<file path="src/rtl/lane_rr_scheduler.sv">
// Four-lane round-robin byte scheduler with post-reset startup hold, idle fill
// and a link-idle detector. Grants are combinational; outputs are registered.
module lane_rr_scheduler #(
  parameter int         INIT_CYCLES = 4,
  parameter int         IDLE_LIMIT  = 8,
  parameter logic [7:0] IDLE_SYM    = 8'hBC
) (
  input  logic       clk_2f,
  input  logic       reset,
  input  logic [7:0] data_in0,
  input  logic [7:0] data_in1,
  input  logic [7:0] data_in2,
  input  logic [7:0] data_in3,
  input  logic       valid_in0,
  input  logic       valid_in1,
  input  logic       valid_in2,
  input  logic       valid_in3,
  input  logic [3:0] lane_en,
  output logic [3:0] grant,
  output logic [7:0] data_out,
  output logic       valid_out,
  output logic [1:0] lane_id,
  output logic       link_idle
);

  localparam logic [0:0] STARTUP   = 1'b0;
  localparam logic [0:0] RUN       = 1'b1;
  localparam logic [7:0] INIT_LAST = 8'(INIT_CYCLES - 1);
  localparam logic [7:0] IDLE_MAX  = 8'(IDLE_LIMIT);

  logic [0:0] state_r;
  logic [1:0] ptr_r;
  logic [7:0] init_cnt_r;
  logic [7:0] idle_cnt_r;
  logic [7:0] idle_next_s;
  logic [7:0] data_sel_s;
  logic [3:0] req_s;
  logic [1:0] win_s;
  logic       found_s;

  // Scan from the highest offset down so the lowest offset from ptr wins.
  function automatic logic [2:0] rr_pick(input logic [3:0] req, input logic [1:0] ptr);
    logic [2:0] pick;
    logic [1:0] idx;
    pick = 3'b000;
    for (int i = 3; i >= 0; i--) begin
      idx = ptr + 2'(i);
      if (req[idx]) begin
        pick = {1'b1, idx};
      end
    end
    return pick;
  endfunction

  // Request masking, winner selection, grant decode and idle counter increment.
  always_comb begin
    req_s = {valid_in3, valid_in2, valid_in1, valid_in0} & lane_en;
    if (state_r == RUN) begin
      {found_s, win_s} = rr_pick(req_s, ptr_r);
    end else begin
      {found_s, win_s} = 3'b000;
    end
    grant = 4'b0000;
    if (found_s) begin
      grant[win_s] = 1'b1;
    end else begin
      grant = 4'b0000;
    end
    case (win_s)
      2'd0:    data_sel_s = data_in0;
      2'd1:    data_sel_s = data_in1;
      2'd2:    data_sel_s = data_in2;
      2'd3:    data_sel_s = data_in3;
      default: data_sel_s = 8'h00;
    endcase
    if (idle_cnt_r >= IDLE_MAX) begin
      idle_next_s = IDLE_MAX;
    end else begin
      idle_next_s = idle_cnt_r + 8'd1;
    end
  end

  // Startup/run sequencing, output registers, pointer and idle tracking.
  always_ff @(posedge clk_2f or posedge reset) begin
    if (reset) begin
      state_r    <= STARTUP;
      ptr_r      <= 2'd0;
      init_cnt_r <= 8'd0;
      idle_cnt_r <= 8'd0;
      data_out   <= 8'h00;
      valid_out  <= 1'b0;
      lane_id    <= 2'd0;
      link_idle  <= 1'b0;
    end else begin
      case (state_r)
        STARTUP: begin
          valid_out  <= 1'b0;
          data_out   <= 8'h00;
          init_cnt_r <= init_cnt_r + 8'd1;
          if (init_cnt_r == INIT_LAST) begin
            state_r <= RUN;
          end
        end
        RUN: begin
          if (found_s) begin
            data_out   <= data_sel_s;
            lane_id    <= win_s;
            valid_out  <= 1'b1;
            ptr_r      <= win_s + 2'd1;
            idle_cnt_r <= 8'd0;
            link_idle  <= 1'b0;
          end else begin
            valid_out  <= 1'b0;
            data_out   <= IDLE_SYM;
            idle_cnt_r <= idle_next_s;
            link_idle  <= (idle_next_s == IDLE_MAX);
          end
        end
        default: begin
          state_r <= STARTUP;
        end
      endcase
    end
  end

endmodule

</file>
<file path="config.mk">
export PLATFORM = sky130hd
export DESIGN_NAME = lane_rr_scheduler
export DESIGN_NICKNAME = d
export VERILOG_FILES = /design/src/rtl/lane_rr_scheduler.sv
export SDC_FILE = /design/constraint.sdc
export NUM_CORES = 1
export LEC_CHECK = 0
export ABC_CLOCK_PERIOD_IN_PS = 6950
export CAP_MARGIN = 20
export CELL_PAD_IN_SITES_DETAIL_PLACEMENT = 1
export CELL_PAD_IN_SITES_GLOBAL_PLACEMENT = 2
export CORE_MARGIN = 3
export CORE_UTILIZATION = 29
export DETAILED_ROUTE_END_ITERATION = 12
export HOLD_SLACK_MARGIN = 0.05
export PLACE_DENSITY_LB_ADDON = 0.05
export SLEW_MARGIN = 20
export SYNTH_ARGS = -nofsm -noshare
export SYNTH_HDL_FRONTEND = slang
export SYNTH_SLANG_ARGS = --single-unit
</file>
<file path="constraint.sdc">
create_clock -name clk_2f -period 6.95 [get_ports clk_2f]
set_input_delay 1.39 -clock clk_2f [delete_from_list [all_inputs] [get_ports clk_2f]]
set_output_delay 1.39 -clock clk_2f [all_outputs]
set_load 0.01 [all_outputs]
</file>
==> results of run 1 <==
cells in the mapped netlist, drive strengths merged:
cell type   n  share of area
a2111oi     1          0.017
a21o        3          0.014
a21oi       4          0.012
a222oi      8          0.049
a22oi       2         0.0093
a311oi      1         0.0054
a32o        1         0.0062
and2        5          0.019
and3        2         0.0077
and4b       3          0.022
buf         3         0.0085
clkbuf      4         0.0093
dfrtp      31           0.48
ha          8          0.062
inv         8          0.020
mux2        2          0.016
nand2      21          0.049
nand2b      2          0.012
nand3       2         0.0062
nand4       1         0.0039
nand4b      2          0.011
nor2       12          0.029
nor2b       6          0.025
nor3        1         0.0031
nor4        1         0.0077
nor4b       1         0.0054
o211ai      1         0.0046
o21ai       6          0.019
o22ai       3          0.012
o31a        1         0.0054
o31ai       1         0.0077
or4         1         0.0046
xnor2       6          0.032
xor2        1         0.0054
per-layer routing:
layer | share of wire | wire (um) | track usage | vias to the layer above
met5 | 0 | 0 | 0 | -
met4 | 0.021 | 90 | 0.0507 | 0
met3 | 0.060 | 255 | 0.0482 | 9
met2 | 0.50 | 2110 | 0.253 | 53
met1 | 0.42 | 1790 | 0.169 | 648
li1 | - | - | - | 666
cells by family after synthesis:
family,Yosys count
and+or+nand+nor,60
AOI/OAI and AO/OA,32
DFF,31
buffers and inverters,15
adders and majority gates,8
xor gates and xnor gates,7
muxes,2
worst reg2reg max path: cells and delay by family (launching register included):
family | cells | cell delay [ps]
DFF | 1 | 920
and+or+nand+nor | 2 | 150
adders and majority gates | 1 | 340
buffers and inverters | 1 | 150
AOI/OAI and AO/OA | 4 | 1270
worst max-delay path by stage:
stage / to
3_3_place_gp: grant[3]
5_1_grt: grant[1]
6_report: grant[3]
4_1_cts: grant[3]
2_1_floorplan: grant[1]
3_5_place_dp: grant[3]
power by group through the flow:
stage	Sequential, W	Combinational (W)	Clock [W]
finish	0.000213	0.000161	0.000182
global route	0.000217	0.000179	0.000196
CTS	0.000214	0.000164	0.000188
detailed placement	0.000217	0.000162	0
global placement	0.000216	0.000159	0
floorplan	0.000222	0.0000742	0
per-stage QoR:
step / utilization / setup WS, ps
3_5_place_dp: 0.431 / 1670
5_1_grt: 0.453 / 1470
4_1_cts: 0.453 / 1650
3_3_place_gp: 0.431 / 1780
2_1_floorplan: - / 2780
6_report: 0.453 / 1670
flip-flops by register name, summed over array words and instances (netlist names):
| register | count |
|---|---|
| idle_cnt_r | 8 |
| data_out | 8 |
| valid_out | 1 |
| state_r | 1 |
| init_cnt_r | 8 |
| ptr_r | 2 |
| lane_id | 2 |
| link_idle | 1 |
layout make-up:
type / count / area, um^2 / share of cell area
multi-input cells: 109 / 782 / 0.329
flip-flops and latches: 31 / 776 / 0.327
repair buffers: 58 / 578 / 0.244
well taps: 70 / 87.6 / 0.0369
clock buffers: 6 / 82.6 / 0.0348
clock inverters: 2 / 35.0 / 0.0148
inverters: 8 / 32.5 / 0.0137
==> metrics.sh, run 1 <==
PLACE_AREA_UM2=2260
CRIT_FAMILY='buffers and inverters'
WL_PER_CELL_UM=14.9
HOLD_CLASS='reg2reg'
GRT-OVFL-TOTAL=0
PLACEMENTROWS=26
P_SEQ_FRAC=0.384
STATUS='completed'
CTS_MAX_PATH_BUFFERS=2
POWER.INTERNAL_W=0.000403
POSTSYNTHAREAPERCELL_UM2=10.4
GP_CONGESTION=0.708
YS_TYPES=42
P_SWITCHING_W=0.000152
FMAXACHIEVABLE_MHz=189
DRT.ANTENNA.VIOLATING_NETS=0
DETAILEDROUTE.FIRSTITERATIONVIOLATIONS=44
POWER.CLOCK.FRACTION=0.327
COREAREA_UM2=5240
HOLDBUFCOUNTCTS=0
POST_SYNTH_MUX_AREA_SHARE=0.0162
TIMING.RR.START='state_r'
REG2REG_TO='data_out[4]'
POST-PLACE-CELLS=276
POWER.DENSITY_CELL_AREA_nW_PER_UM2=234
MOSTFREQUENTLAYOUTCELLS='sky130_fd_sc_hd__clkdlybuf4s50_1 (57), sky130_fd_sc_hd__dfrtp_1 (31), sky130_fd_sc_hd__nand2_1 (21)'
GLOBAL_ROUTE.USAGE.TOTAL=0.146
FIN_WORST_SKEW_PS=4.28
WHS_PATH_DEPTH=1
ANTENNA-DIODE-COUNT=0
ROUTED_WIRELENGTH_MM=4.24
SLEW-LIMIT-HEADROOM=0.416
ANTENNA_VIOLATIONS_BEFORE_REPAIR=0
PATH_MAX_FANOUT=9
CLOCK_SINK_COUNT=31
DIE_X_UM=80.7
DRIVE_GT1_FRAC=0.0935
PATH_CLASS='in2out'
CLKTRANSATPATHREGS_PS=70
REG2REG_SLACK_PS=3990
WORST-PATH-STAGES=7
P_SW_FRAC=0.274
SYNTHXORXNORAREAFRAC=0.0379
FP.DIEH_UM=80.7
PIN_COUNT_OF_THE_BIGGEST_NET_ENTERING_GLOBAL_ROUTING=32
FLOORPLAN.INITIALDENSITY=0.309
FF2FF_PATH_DEPTH=8
DIEAREA_UM2=6520
TOTALNEGATIVESETUPSLACK_PS=0
FIN_WORST_HOLD_SLACK_PS=475
AREA_GROWTH_PCT=46.6
GRT_PASS1_VIAS=1568
PORT-BUFFER-COUNT=57
TIMING.CRITICAL_PATH.CELLS='clkdlybuf4s50_1 > a22oi_1 > and4b_2 > nor4_2 > ha_1 > and2_1 > clkdlybuf4s50_1'
MAX-CAP-VIOLATIONS=0
CLOCK_LATENCY_PS=280
CTS.REPAIR_TIMING.SETUP_BUFFER_COUNT=0
CPPEAKSTAGEDELAY_PS=530
DESIGN_AREA_UM2=2370
LEAKAGEPOWER_nW=1.04
CTS_MAX_LEVEL=2
I_O_PIN_CNT=58
FINALNETCOUNT=263
CP_DATA_REQUIRED_TIME_PS=5560
SYNTH_COMPOUND_GATE_AREA_SHARE=0.162
FIN_CRIT_PS=5280
TIMING.CRITICAL_PATH.MODE_CELL='sky130_fd_sc_hd__clkdlybuf4s50_1'
FIRSTDRTPASSITERS=6
LAYOUTNONFILLERINSTCOUNT=284
SYN-CELL-AREA_UM2=1620
WORSTPATHARRIVAL_PS=3890
WORSTHOLDSTART='init_cnt_r[7]'
DPL.HPWL_MM=3.39
POSTSYNTHCELLCOUNT=155
VIAS_PER_CELL=4.85
GATE_POWER_SHARE=0.289
CP_NUM_BUF_INV=2
VIAS=1376
DRV_SLEW=0
SYNTH-SEQ-AREA-SHARE=0.479
SYNTHESIS.NETS=205
CTSROOTBUFFERMASTER='sky130_fd_sc_hd__clkbuf_8'
HOLD-PATH-ENDPOINT='init_cnt_r[7]'
DRC_VIOLATION_COUNT_AFTER_ROUTING=0
CTS_INSERTED_BUFFERS=5
TIMING_HOLD_VIOLATIONS_FINAL=0
MOSTFREQUENTLAYOUTCELL='sky130_fd_sc_hd__clkdlybuf4s50_1'
IR_DROP_V=0.0000743
CPMAXSTAGEDELAYCELL='sky130_fd_sc_hd__clkdlybuf4s50_1'
YS_SEQ_ELEMENTS=31
SYNTH_TOP_FAMILY_BY_AREA='simple AND/OR/NAND/NOR gates'
POST_CTS.RESIZED_INSTANCES=0
CLOCK_TREE_FROM_TRITONCTS='built'
SYNTH-SIMPLE-AREA-SHARE=0.206
CRITICAL_PATH_STARTPOINT_CATEGORY='primary input'
TIGHTEST_SLEW_PS=876
FILLCELLCOUNT=591
SETUP_VIOL_COUNT_FINAL=0
TOTALPOWERFINAL_W=0.000555
SYNTH-ADDER-AREA-SHARE=0.0618
SYNTH-WARNING-COUNT=0
SETUP.WORST_PATH.END_CLASS='output pin'
SETUP_REPAIR_AFTER_GLOBAL_ROUTING_MISSED_ITS_MARGIN='false'
LAYOUT_WORST_PATH_CYCLE_SHARE=0.760
CRITICAL_PATH.STARTPOINT='valid_in1'
WIRE_LENGTH_OF_THE_FIRST_GLOBAL_ROUTING_PASS_MM=7.41
(Power assumes the default switching activity.)
==> run 2, diff against run 1 <==
--- a/config.mk
+++ b/config.mk
@@ -5,12 +5,12 @@
 export SDC_FILE = /design/constraint.sdc
 export NUM_CORES = 1
 export LEC_CHECK = 0
-export ABC_CLOCK_PERIOD_IN_PS = 6950
+export ABC_CLOCK_PERIOD_IN_PS = 5500
 export CAP_MARGIN = 20
 export CELL_PAD_IN_SITES_DETAIL_PLACEMENT = 1
 export CELL_PAD_IN_SITES_GLOBAL_PLACEMENT = 2
 export CORE_MARGIN = 3
-export CORE_UTILIZATION = 29
+export CORE_UTILIZATION = 27
 export DETAILED_ROUTE_END_ITERATION = 12
 export HOLD_SLACK_MARGIN = 0.05
 export PLACE_DENSITY_LB_ADDON = 0.05
==> constraint.sdc (replaced) <==
create_clock -name clk_2f -period 5.5 [get_ports clk_2f]
set_input_delay 1.1 -clock clk_2f [delete_from_list [all_inputs] [get_ports clk_2f]]
set_output_delay 1.1 -clock clk_2f [all_outputs]
set_load 0.01 [all_outputs]
==> metrics.sh, run 2 (synthesis gave the netlist of run 1 again) <==
STATUS='completed'
CRITICAL_PATH_STARTPOINT_CATEGORY='primary input'
CTS_MAX_PATH_BUFFERS=2
FIN_WORST_HOLD_SLACK_PS=480
DETAILEDROUTE.FIRSTITERATIONVIOLATIONS=43
SLEW-LIMIT-HEADROOM=0.402
WORSTPATHARRIVAL_PS=3540
CLOCK_TREE_FROM_TRITONCTS='built'
FIN_WORST_SKEW_PS=6.33
REG2REG_SLACK_PS=2490
CLKTRANSATPATHREGS_PS=60
CP_DATA_REQUIRED_TIME_PS=4400
GP_CONGESTION=0.783
REG2REG_TO='data_out[3]'
CTS_MAX_LEVEL=2
POST_CTS.RESIZED_INSTANCES=0
HOLDBUFCOUNTCTS=0
LAYOUT_WORST_PATH_CYCLE_SHARE=0.844
FMAXACHIEVABLE_MHz=215
CLOCK_LATENCY_PS=280
CTSROOTBUFFERMASTER='sky130_fd_sc_hd__clkbuf_8'
TIMING.CRITICAL_PATH.CELLS='clkdlybuf4s50_1 > a22oi_1 > and4b_2 > nor4_2 > ha_1 > and2_1 > clkdlybuf4s50_1'
MOSTFREQUENTLAYOUTCELLS='sky130_fd_sc_hd__clkdlybuf4s50_1 (57), sky130_fd_sc_hd__dfrtp_1 (31), sky130_fd_sc_hd__nand2_1 (21)'
PATH_CLASS='in2out'
FIRSTDRTPASSITERS=4
TIGHTEST_SLEW_PS=898
WHS_PATH_DEPTH=1
HOLD_CLASS='reg2reg'
DIEAREA_UM2=6960
FF2FF_PATH_DEPTH=8
DRV_SLEW=0
COREAREA_UM2=5640
FLOORPLAN.INITIALDENSITY=0.287
HOLD-PATH-ENDPOINT='lane_id[1]'
ANTENNA_VIOLATIONS_BEFORE_REPAIR=0
PORT-BUFFER-COUNT=57
TIMING.CRITICAL_PATH.MODE_CELL='sky130_fd_sc_hd__clkdlybuf4s50_1'
DRC_VIOLATION_COUNT_AFTER_ROUTING=0
FINALNETCOUNT=263
PLACEMENTROWS=27
WIRE_LENGTH_OF_THE_FIRST_GLOBAL_ROUTING_PASS_MM=7.47
VIAS_PER_CELL=4.81
TOTALNEGATIVESETUPSLACK_PS=0
LEAKAGEPOWER_nW=1.04
LARGESTREGISTERS='data_out (8), idle_cnt_r (8), init_cnt_r (8)'
AREA_GROWTH_PCT=46.8
ROUTED_WIRELENGTH_MM=4.30
CTS_INSERTED_BUFFERS=5
CLOCK_SINK_COUNT=31
FP.DIEH_UM=83.4
DRIVE_GT1_FRAC=0.0935
FIN_CRIT_PS=4640
DPL.HPWL_MM=3.41
GRT_PASS1_VIAS=1566
VIAS=1375
CPPEAKSTAGEDELAY_PS=530
PATH_MAX_FANOUT=9
CTS.REPAIR_TIMING.SETUP_BUFFER_COUNT=0
MAX-CAP-VIOLATIONS=0
SETUP_VIOL_COUNT_FINAL=0
TIMING.RR.START='state_r'
MOSTFREQUENTLAYOUTCELL='sky130_fd_sc_hd__clkdlybuf4s50_1'
ANTENNA-DIODE-COUNT=0
GRT-OVFL-TOTAL=0
DIE_X_UM=83.4
SETUP_REPAIR_AFTER_GLOBAL_ROUTING_MISSED_ITS_MARGIN='false'
GLOBAL_ROUTE.USAGE.TOTAL=0.133
DRT.ANTENNA.VIOLATING_NETS=0
I_O_PIN_CNT=58
POWER.DENSITY_CELL_AREA_nW_PER_UM2=296
CPMAXSTAGEDELAYCELL='sky130_fd_sc_hd__clkdlybuf4s50_1'
SETUP.WORST_PATH.END_CLASS='output pin'
PIN_COUNT_OF_THE_BIGGEST_NET_ENTERING_GLOBAL_ROUTING=32
FILLCELLCOUNT=648
WORSTHOLDSTART='lane_id[1]'
TIMING_HOLD_VIOLATIONS_FINAL=0
WL_PER_CELL_UM=15.0
IR_DROP_V=0.000128
-- run 2: cell counts in the layout (fill, tap and decap cells not counted) --
Identical to the previous run, type by type.
-- run 2: metal layers --
| layer | track usage | part of all wire |
|---|---|---|
| met1 | 0.158 | 0.43 |
| met2 | 0.226 | 0.50 |
| met4 | 0.0439 | 0.016 |
| met3 | 0.0417 | 0.057 |
| met5 | 0 | 0 |
-- run 2: area by class of cell --
| class | instances | area [um^2] | share of cell area |
|---|---|---|---|
| inverter | 8 | 32.5 | 0.0137 |
| multi-input combinational | 109 | 782 | 0.329 |
| clock inverter | 2 | 35.0 | 0.0147 |
| sequential | 31 | 776 | 0.326 |
| clock buffer | 6 | 82.6 | 0.0348 |
| timing repair buffer | 58 | 578 | 0.243 |
| tap | 72 | 90.1 | 0.0379 |
-- run 2: how the worst max path moves through the flow --
stage,from,slack [ps],to
finish,valid_in1,860,grant[2]
global route,lane_en[1],610,grant[1]
CTS,lane_en[1],830,grant[1]
detailed placement,lane_en[1],850,grant[1]
global placement,valid_in1,900,grant[3]
floorplan,valid_in1,1910,grant[1]
-- run 2: stage by stage --
step / cell area [um^2] / setup slack (ps) / cells / util / total power, W
detailed placement: 2260 / 848 / 278 / 0.400 / 0.000478
global placement: 2260 / 897 / 278 / 0.400 / 0.000474
finish: 2380 / 857 / 286 / 0.421 / 0.000703
CTS: 2380 / 826 / 286 / 0.421 / 0.000716
global route: 2380 / 613 / 286 / 0.421 / 0.000750
floorplan: 1620 / 1910 / 155 / - / 0.000374
-- run 2: power by group --
part | internal [W] | switching, W
combinational | 0.000111 | 0.0000907
sequential | 0.000252 | 0.0000165
clock | 0.000146 | 0.0000859
-- run 2: worst max-delay path: cells and delay by family --
| kind | cells | cell delay, ps |
|---|---|---|
| compound gates | 1 | 230 |
| fa+ha+maj | 1 | 430 |
| buf+inv | 2 | 950 |
| simple gates | 3 | 830 |
